**config.mk**
```make
export PLATFORM = sky130hd
export DESIGN_NAME = rr_req_scheduler
export DESIGN_NICKNAME = d
export VERILOG_FILES = /design/src/rtl/rr_sched_pkg.sv /design/src/rtl/bcd7seg.sv /design/src/rtl/rr_pick8.sv /design/src/rtl/rr_req_scheduler.sv
export SDC_FILE = /design/constraint.sdc
export NUM_CORES = 1
export LEC_CHECK = 0
export BUFFER_PORTS_ARGS = -buffer_cell sky130_fd_sc_hd__buf_4
export CORE_MARGIN = 3
export CORE_UTILIZATION = 57
export DETAILED_ROUTE_END_ITERATION = 10
export PLACE_DENSITY_LB_ADDON = 0.1
export SYNTH_ARGS = -nofsm -noshare
export SYNTH_HDL_FRONTEND = slang
export SYNTH_SLANG_ARGS = --single-unit
export TNS_END_PERCENT = 50
```
**constraint.sdc**
```tcl
create_clock -name clk -period 4.9 [get_ports clk]
set_input_delay 0.49 -clock clk [delete_from_list [all_inputs] [get_ports clk]]
set_output_delay 0.49 -clock clk [all_outputs]
set_load 0.05 [all_outputs]
```
**src/rtl/rr_sched_pkg.sv**
```systemverilog
// Shared types and constants for the rotating-priority request scheduler.
package rr_sched_pkg;

    typedef enum logic [1:0] {IDLE, GRANT, RELEASE} sched_state_t;

    localparam int N_REQ = 8;
    localparam int IDX_W = 3;
    localparam logic [6:0] SEG_BLANK = 7'b1111111;

    function automatic logic [N_REQ-1:0] onehot8(input logic [IDX_W-1:0] idx);
        logic [N_REQ-1:0] v;
        v      = '0;
        v[idx] = 1'b1;
        return v;
    endfunction

endpackage

```
**src/rtl/bcd7seg.sv**
```systemverilog
// BCD to active-low 7-segment decoder, segments ordered {g,f,e,d,c,b,a}.
module bcd7seg (
    input  logic [3:0] bcd,
    output logic [6:0] seg
);

    always_comb begin
        case (bcd)
            4'd0:    seg = 7'b1000000;
            4'd1:    seg = 7'b1111001;
            4'd2:    seg = 7'b0100100;
            4'd3:    seg = 7'b0110000;
            4'd4:    seg = 7'b0011001;
            4'd5:    seg = 7'b0010010;
            4'd6:    seg = 7'b0000010;
            4'd7:    seg = 7'b1111000;
            4'd8:    seg = 7'b0000000;
            4'd9:    seg = 7'b0010000;
            default: seg = 7'b1111111;
        endcase
    end

endmodule

```
**src/rtl/rr_pick8.sv**
```systemverilog
// Rotating search: first set request at or after ptr, wrapping modulo 8.
module rr_pick8
    import rr_sched_pkg::*;
(
    input  logic [N_REQ-1:0] req,
    input  logic [IDX_W-1:0] ptr,
    output logic [IDX_W-1:0] idx,
    output logic             found
);

    logic [IDX_W-1:0] cand;

    always_comb begin
        found = 1'b0;
        idx   = '0;
        cand  = '0;
        for (int k = 0; k < N_REQ; k++) begin
            cand = ptr + IDX_W'(k);
            if (!found && req[cand]) begin
                found = 1'b1;
                idx   = cand;
            end
        end
    end

endmodule

```
**src/rtl/rr_req_scheduler.sv**
```systemverilog
// Fair, time-bounded sharing of the display between 8 requesters; one grant
// at a time, each held for at most HOLD_MAX cycles, followed by one gap cycle.
module rr_req_scheduler
    import rr_sched_pkg::*;
#(
    parameter  int HOLD_MAX = 16,
    localparam int CNT_W    = $clog2(HOLD_MAX)
) (
    input  logic             clk,
    input  logic             rst,
    input  logic [N_REQ-1:0] req,
    input  logic             ena,
    output logic [N_REQ-1:0] gnt,
    output logic [IDX_W-1:0] gnt_idx,
    output logic             gnt_vld,
    output logic [6:0]       h
);

    localparam logic [CNT_W-1:0] CNT_LAST = CNT_W'(HOLD_MAX - 1);

    sched_state_t     state_q;
    logic [IDX_W-1:0] ptr_q;
    logic [CNT_W-1:0] cnt_q;
    logic [N_REQ-1:0] gnt_q;
    logic [IDX_W-1:0] idx_q;
    logic             vld_q;

    logic [IDX_W-1:0] pick_idx;
    logic             pick_found;
    logic             release_now;
    logic [6:0]       seg_digit;

    rr_pick8 u_pick (
        .req   (req),
        .ptr   (ptr_q),
        .idx   (pick_idx),
        .found (pick_found)
    );

    // Only the owner's own request line, enable and the hold budget matter here.
    assign release_now = !req[idx_q] || !ena || (cnt_q == CNT_LAST);

    always_ff @(posedge clk) begin
        if (rst) begin
            state_q <= IDLE;
            ptr_q   <= '0;
            cnt_q   <= '0;
            gnt_q   <= '0;
            idx_q   <= '0;
            vld_q   <= 1'b0;
        end else begin
            case (state_q)
                GRANT: begin
                    if (release_now) begin
                        state_q <= RELEASE;
                        gnt_q   <= '0;
                        vld_q   <= 1'b0;
                        ptr_q   <= idx_q + IDX_W'(1);
                        cnt_q   <= '0;
                    end else begin
                        cnt_q   <= cnt_q + CNT_W'(1);
                    end
                end
                IDLE, RELEASE: begin
                    if (ena && pick_found) begin
                        state_q <= GRANT;
                        gnt_q   <= onehot8(pick_idx);
                        idx_q   <= pick_idx;
                        vld_q   <= 1'b1;
                        cnt_q   <= '0;
                    end else begin
                        state_q <= IDLE;
                    end
                end
                default: begin
                    state_q <= IDLE;
                    gnt_q   <= '0;
                    vld_q   <= 1'b0;
                end
            endcase
        end
    end

    bcd7seg u_seg (
        .bcd ({1'b0, idx_q}),
        .seg (seg_digit)
    );

    assign gnt     = gnt_q;
    assign gnt_idx = idx_q;
    assign gnt_vld = vld_q;
    assign h       = vld_q ? seg_digit : SEG_BLANK;

endmodule

```
Yosys cells after proc, flatten, opt, wreduce, memory -nomap -nowiden
Memory sizes are Yosys's and may differ from the RTL's. A register that Yosys moved wholly into a read port is not among the register bits. Cells that the tools add are included.

Bits in registers: 21. Memory bits (read-only): 112. Logic and storage cells: 110. Memories: 1. Output and inout bits: 19. Input port bits: 11.

Memories: (name not given) (words 16, bits a word 7, rd ports 1, clocked after Yosys merged registers in 1, wr ports 0, RTL line bcd7seg.sv:8) `case (bcd)`.

Multiplexer cells: 51. Reduce and logical (&&, ||, !) cells: 27. $lt $le $gt $ge: 11. Add/subtract/negate cells: 9. Equal/unequal tests: 5.

Operator list (number): 3-bit by 4-bit less-than comparator with 1-bit output, second input constant (10); 1-bit binary-select mux with 3-bit select (9); 3-bit two-way mux (8); 1-bit two-way mux (21); 4-bit two-way mux (4); 8-bit two-way mux (2); 8-bit case mux with 2 select lines (1); 3-bit adder, second input constant (4); 1-bit logical AND (9); 1-bit zero test (9); 4-bit case mux with 2 select lines (1); 2-bit AND reduction (4); 7-bit two-way mux (1); 3-bit by 1-bit adder with 3-bit output, second input constant (2); 3-bit by 2-bit adder with 3-bit output, second input constant (2); 4-bit by 1-bit adder with 4-bit output, second input constant (1); 4-bit == test, second input constant (1); 2-bit != test, second input constant (2); 2-bit case mux with 2 select lines (1); 1-bit demux with 3-bit select (1); 3-bit by 1-bit greater-or-equal comparator with 1-bit output, second input constant (1); 2-bit by 1-bit == test with 1-bit output, second input constant (1); 2-bit == test, second input constant (1); 2-bit zero test (1); 5 further kinds (6).

Logic depth before layout (Yosys ltp)
Gate-level depths: netlist of run 1.

Depth in word-level cells: 30. Depth in mapped cells: 15. Mapped depth without buffers: 12.

Cells and area by module
A second synthesis of run 1 with hierarchy kept.

Cell total of the unflattened synthesis: 262. Area total of the unflattened synthesis: 2274.7 um^2.

By module, submodules not included: rr_pick8 (area each 1081.0 um^2, times used 1, cells each 121, seq. area each 0.0 um^2); rr_req_scheduler (area each 983.4 um^2, times used 1, cells each 108, seq. area each 420.4 um^2); bcd7seg (area each 210.2 um^2, times used 1, cells each 33, seq. area each 0.0 um^2).

Least setup slack after synthesis of run 1
OpenSTA, ideal clock, no wires.

Path kind: reg-to-reg. Start: register ptr_q[0]. End: register u_seg.seg[3] (netlist name). Path slack: 0.549 ns. Required time: 4.777 ns. Cell stages (with the launch flop): 15. Data arrival time: 4.227 ns. Clock period less this slack: 4.351 ns. Cells stage by stage: dfxtp_1 buf_2 clkbuf_1 inv_1 ha_1 buf_6 mux4_2 mux2i_1 a32oi_2 or4b_1 a211o_2 a211oi_4 inv_1 ha_1 mux2_1.

Longest elaborated chain between the ends: 28. Elaborated cells on any way between the ends: 57. Those cells by class: add/sub (7); mux (34); reduce/logical (16).

RTL lines: start: declaration (RTL line rr_req_scheduler.sv:22) `logic [IDX_W-1:0] ptr_q;`; start signal: assignment (RTL line rr_req_scheduler.sv:58) `ptr_q <= idx_q + IDX_W'(1);`; branches (longest 26 deep; another with 3-bit by 1-bit adder with 3-bit output); 4-bit two-way mux (no source line) (*) (2 in series).

Mark *: on every way between the ends. The select of a mux whose other input is x is not followed. A chain may end at the register's enable or synchronous reset.

Worst setup path after layout of run 1
Start: register ptr_q[1]. End: register u_seg.seg[3] (netlist name).

Longest elaborated chain between the ends: 28. Elaborated cells on any way between the ends: 57. Those cells by class: add/sub (7); mux (34); reduce/logical (16).

RTL lines: branches (longest 26 deep; another with 3-bit by 1-bit adder with 3-bit output); 4-bit two-way mux (no source line) (*) (2 in series).

Marked as above.

==> results.toml, run 1 <==
[timing]
fin_tns_setup_ns = 0
fin_crit_sh_pct = 85.6
fin_worst_skew_ns = 0.00191
max_freq_mhz = 239
period_needed_ns = 4.19
grt_setup_unrepaired = "no"
holdWs_ns = 0.479
setup_viol = 0
slew_violations = 0
timing_hold_violations_final = 0
slew-limit-headroom_pct = 54.7
worst_slew_pin_slew_ns = 0.679

[worst_hold_path]
min-delay-path-class = "reg2reg"
worstHoldStart = "gnt[6]"
min_delay_path_depth = 1

[clock_network]
clockBufferDepth = 2
post_cts_hold_buffer_count = 0
htreeDepth = 1
numCtsBuffers = 3
post_cts_resized = 0
clock_latency_ns = 0.27
cts_sinks = 28
tritoncts = "done"
clk_root_buffer_cell = "clkbuf_8"
cts.clk_slew.worst_paths_ns = 0.09
cts_setup_buffers = 0

[detailed_routing]
dr.pass1.iters = 4
viasPerCell = 6.24
ant_nets_after_route = 0
post_route_drc_violation_count = 0
drt_iter0_markers = 72
wire_per_inst_um = 17.0
total_number_of_vias = 1829
wirelength_um = 4990

[synthesis]
complex_gate_fraction_of_the_synthesized_area_pct = 23.0
synth-edff-count = 0
synthCells = 219
synth_top_area_cell = "dfxtp_1"
yosys_warnings = 0
synth.area.top_cells = "dfxtp_1, mux4_2, mux2i_1"
synth_ff_type = "dfxtp_1"
synth_top_family_by_area = "multiplexers"
syn-cell-area_mm2 = 0.00212
postSynthNetCount = 239
synth_xor_xnor_area_share_pct = 1.65
postSynthAreaPerCell_um2 = 9.67
yosysTopAreaCellShare_pct = 26.5
synth_fa_ha_area_share_pct = 5.32
seq_area_frac_synth_pct = 26.5
synth_async_sr_flop_share_pct = 0
share_of_cell_area_taken_by_muxes_after_synthesis_pct = 23.2
synthDistinctLibCells = 58
synth.ff_latch_count = 28
synth_simple_gate_area_share_pct = 16.1

[global_routing]
grt_pass1_vias = 1658
total_grt_usage_pct = 23.8
wire_length_of_the_first_global_routing_pass_um = 8180
pin_count_of_the_biggest_net_entering_global_routing = 20
antenna_found_initial = 0
groute.layer.met2.usage_pct = 40.2
grt_util_met1_pct = 31.4
grt.met3_usage_pct = 3.54
gr-total-overflow = 0
busiest_layer = "met2"

[critical_path]
worst-endpoint-required_ns = 5.07
critPathArrivalTime_ns = 4.36
rr_worst_depth = 11
worst_r2r_startpoint = "ptr_q[1]"
critical_path_class = "reg2reg"
worstPathMaxFanout = 10
cp-startpoint = "ptr_q[1]"
setup.worst_path.end_class = "register"
setup.worst_path.start_class = "register"

[power]
leakagePower_nw = 0.995
irDropWorstVdd_mv = 0.245
power_per_cell_area_mw_per_mm2 = 303

[final_layout]
num_antenna_cells = 0
fin_cells = 293
final_layout_size_suffix_gt1_share_pct = 25.9
finalNetCount = 268
area_growth_pct = 15.3

[place]
placedCellCount = 289
dp.final_hpwl_um = 3840
place_congestion = 0.965
count_of_input_and_output_buffers = 29

[die]
start_util_pct = 61.1
io_pins = 30
placementRows = 21
chipHeight_um = 67.0
fp.dieW_um = 67.0
dieArea_mm2 = 0.00448
placeableCoreArea_mm2 = 0.00347

[run_status]
status = "finished clean"

[run]
number_of_max_cap_violations = 0
worst max-delay path, stage by stage (launching register included):
cell and delay, ns:
dfxtp_1 0.34, inv_1 0.11, ha_1 0.57, mux4_2 0.63, mux2i_1 0.21, a32oi_2 0.23
or4b_1 0.57, a211o_2 0.40, a211oi_4 0.31, inv_1 0.12, ha_1 0.31, mux2_1 0.29
synthesized netlist by cell type, types with 2 or more instances:
| cell | count |
|---|---|
| nand2_1 | 15 |
| nand3b_1 | 3 |
| nor3_1 | 3 |
| mux2i_1 | 14 |
| mux4_2 | 11 |
| o211a_1 | 2 |
| buf_2 | 3 |
| clkbuf_1 | 3 |
| a2bb2oi_1 | 2 |
| o32ai_1 | 2 |
| a211oi_1 | 4 |
| a22oi_1 | 2 |
| a21oi_1 | 10 |
| mux2_1 | 2 |
| mux2_2 | 6 |
| xor2_1 | 3 |
| inv_1 | 13 |
| nand2b_1 | 7 |
| nor2_1 | 14 |
| a32o_1 | 9 |
| and2_1 | 4 |
| dfxtp_1 | 28 |
| o21ai_0 | 5 |
| ha_1 | 9 |
| a31oi_1 | 2 |
| and3_1 | 2 |
| nand3_1 | 10 |
layout make-up:
| type | instances | area [um^2] |
|---|---|---|
| clock buffer | 3 | 41.3 |
| clock inverter | 1 | 30.0 |
| fill | 291 | 1030 |
| inverter | 14 | 52.6 |
| multi-input combinational | 170 | 1470 |
| sequential | 28 | 561 |
| tap | 46 | 57.6 |
| timing repair buffer | 31 | 233 |
cell families after synthesis:
kind of cell,after synthesis
AO/OA/AOI/OAI,58
XOR/XNOR,4
adder cells (fa/ha/maj),9
buffers and inverters,21
flip-flops,28
multiplexers,34
AND/OR/NAND/NOR,65
routing by layer:
metal	vias up	wire, um	part of all wire, %
li1	901	-	-
met1	865	2230	45
met2	53	2400	48
met3	10	266	5.3
met4	0	95	1.9
met5	-	0	0
sequential cells by signal, summed over array words and instances (netlist names):
name,flops
gnt,8
gnt_idx,3
cnt_q,4
u_seg.seg,7
gnt_vld,1
ptr_q,3
state_q,2
power by group:
group          internal [mW]  switching (mW)  leakage, nW  total (mW)
sequential             0.245          0.0159        0.228       0.261
clock                  0.109          0.0712       0.0357       0.180
combinational          0.117           0.181        0.731       0.298
total                  0.471           0.268        0.995       0.739
layout by cell type (no fill, tap or decap), types with 6 or more instances in the layout:
cell type  count
mux2i_1       14
a32o_1         9
buf_4         31
nand2_1       15
dfxtp_1       28
mux4_2        11
nand3_1       10
nor2_1        14
mux2_2         6
nand2b_1       7
a21oi_1       10
inv_1         13
ha_1           9
worst paths after layout:
| kind | end | slack, ns |
|---|---|---|
| setup / recovery | u_seg.seg[3] | 0.71 |
| hold / removal | gnt[6] | 0.48 |
| setup reg to reg | u_seg.seg[3] | 0.71 |
| hold reg to reg | gnt[6] | 0.48 |
per-stage QoR:
step	utilization (%)	worst slack [ns]	area [um^2]	power, mW
2_1_floorplan	-	0.549	2120	0.488
3_3_place_gp	68.4	0.822	2370	0.555
3_5_place_dp	68.4	0.722	2370	0.560
4_1_cts	70.4	0.710	2440	0.739
5_1_grt	70.4	0.479	2440	0.776
6_report	70.4	0.708	2440	0.739
No activity file was read; power rests on OpenSTA's default activity.
==> inputs of run 2 (changes only) <==
Settings changed: PLACE_DENSITY_LB_ADDON 0.1 to 0.2.
==> results.toml, run 2 (synthesis results as in run 1) <==
[die]
placementRows = 21
placeableCoreArea_mm2 = 0.00347
chipHeight_um = 67.0
dieArea_mm2 = 0.00448
io_pins = 30
fp.dieW_um = 67.0
start_util_pct = 61.1

[timing]
slew-limit-headroom_pct = 52.2
timing_hold_violations_final = 0
slew_violations = 0
holdWs_ns = 0.479
setup_ws_ns = 0.666
setup_viol = 0
worst_slew_pin_slew_ns = 0.716
period_needed_ns = 4.23
max_freq_mhz = 236
grt_setup_unrepaired = "no"
fin_tns_setup_ns = 0
fin_crit_sh_pct = 86.4
fin_worst_skew_ns = 0.00178

[final_layout]
area_growth_pct = 15.3
multi_input_area_mm2 = 0.00147
num_antenna_cells = 0
fin_area_mm2 = 0.00244
fill_cells = 275
final_layout_size_suffix_gt1_share_pct = 25.9
largest_reg_flops = 8
most-common-layout-cells = "buf_4, dfxtp_1, nand2_1, mux2i_1, nor2_1"
mostFrequentLayoutCell = "buf_4"
final-seq-area_um2 = 561
finalNetCount = 268

[clock_network]
post_cts_hold_buffer_count = 0
post_cts_resized = 0
cts_sinks = 28
clockBufferDepth = 2
numCtsBuffers = 3
clk_root_buffer_cell = "clkbuf_8"
cts.clk_slew.worst_paths_ns = 0.09
tritoncts = "done"
clock_latency_ns = 0.27
cts_setup_buffers = 0
htreeDepth = 1

[global_routing]
gr-total-overflow = 0
groute.layer.met2.usage_pct = 39.5
antenna_found_initial = 0
busiest_layer = "met2"
grt_util_met1_pct = 33.5
grt_pass1_vias = 1699
pin_count_of_the_biggest_net_entering_global_routing = 20
grt.met3_usage_pct = 4.05
wire_length_of_the_first_global_routing_pass_um = 8310
total_grt_usage_pct = 24.2

[place]
postPlaceCellArea_mm2 = 0.00237
dp_slack_ns = 0.709
place_congestion = 0.930
dp.final_hpwl_um = 3810
count_of_input_and_output_buffers = 29

[detailed_routing]
viasPerCell = 6.44
wire_per_inst_um = 17.2
total_number_of_vias = 1888
ant_nets_after_route = 0
dr.pass1.iters = 4
post_route_drc_violation_count = 0
drt_iter0_markers = 118
wirelength_um = 5030

[power]
report.power.total_mw = 0.739
power_per_cell_area_mw_per_mm2 = 303
leakagePower_nw = 0.995
irDropWorstVdd_mv = 0.221

[critical_path]
worst-endpoint-required_ns = 5.07
critical_path_class = "reg2reg"
worstPathMaxFanout = 10
setup.worst_path.end_class = "register"
setup.worst_path.start_class = "register"
critPathArrivalTime_ns = 4.40

[worst_hold_path]
min-delay-path-class = "reg2reg"

[run_status]
status = "finished clean"

[run]
number_of_max_cap_violations = 0
-- run 2: cell counts in the layout (fill, tap and decap cells not counted) --
No cell type changed its count.
-- run 2: power by group --
| group | switching, mW | internal (mW) | total, mW |
|---|---|---|---|
| Sequential | 0.0163 | 0.245 | 0.261 |
| Clock | 0.0714 | 0.109 | 0.181 |
| Combinational | 0.181 | 0.117 | 0.297 |
-- run 2: cell type report --
class,count,share of cell area (%)
multi-input cells,170,60.1
flip-flops and latches,28,23.0
repair buffers,31,9.53
well taps,46,2.36
inverters,14,2.15
clock buffers,3,1.69
clock inverters,1,1.23
-- run 2: final timing paths --
path | start | to | slack (ns) | cells past startpoint
setup / recovery | ptr_q[1] | u_seg.seg[3] | 0.67 | 11
hold / removal | gnt[6] | gnt[6] | 0.48 | 1
setup reg to reg | ptr_q[1] | u_seg.seg[3] | 0.67 | 11
hold reg to reg | gnt[6] | gnt[6] | 0.48 | 1
-- run 2: metal layers --
metal,part of all wire (%),vias up
li1,-,897
met1,44,909
met2,48,78
met3,7.0,4
met4,0.56,0
met5,0,-
-- run 2: stage by stage --
step / instances / util (%)
floorplan: 219 / -
global placement: 289 / 68.4
detailed placement: 289 / 68.4
CTS: 293 / 70.4
global route: 293 / 70.4
finish: 293 / 70.4
-- run 2: worst max-delay path, cell delays in order, from the launching register on --
cell and delay, ns:
dfxtp_1 0.35, inv_1 0.12, ha_1 0.58, mux4_2 0.64
mux2i_1 0.21, a32oi_2 0.22, or4b_1 0.56, a211o_2 0.40
a211oi_4 0.32, inv_1 0.12, ha_1 0.30, mux2_1 0.29
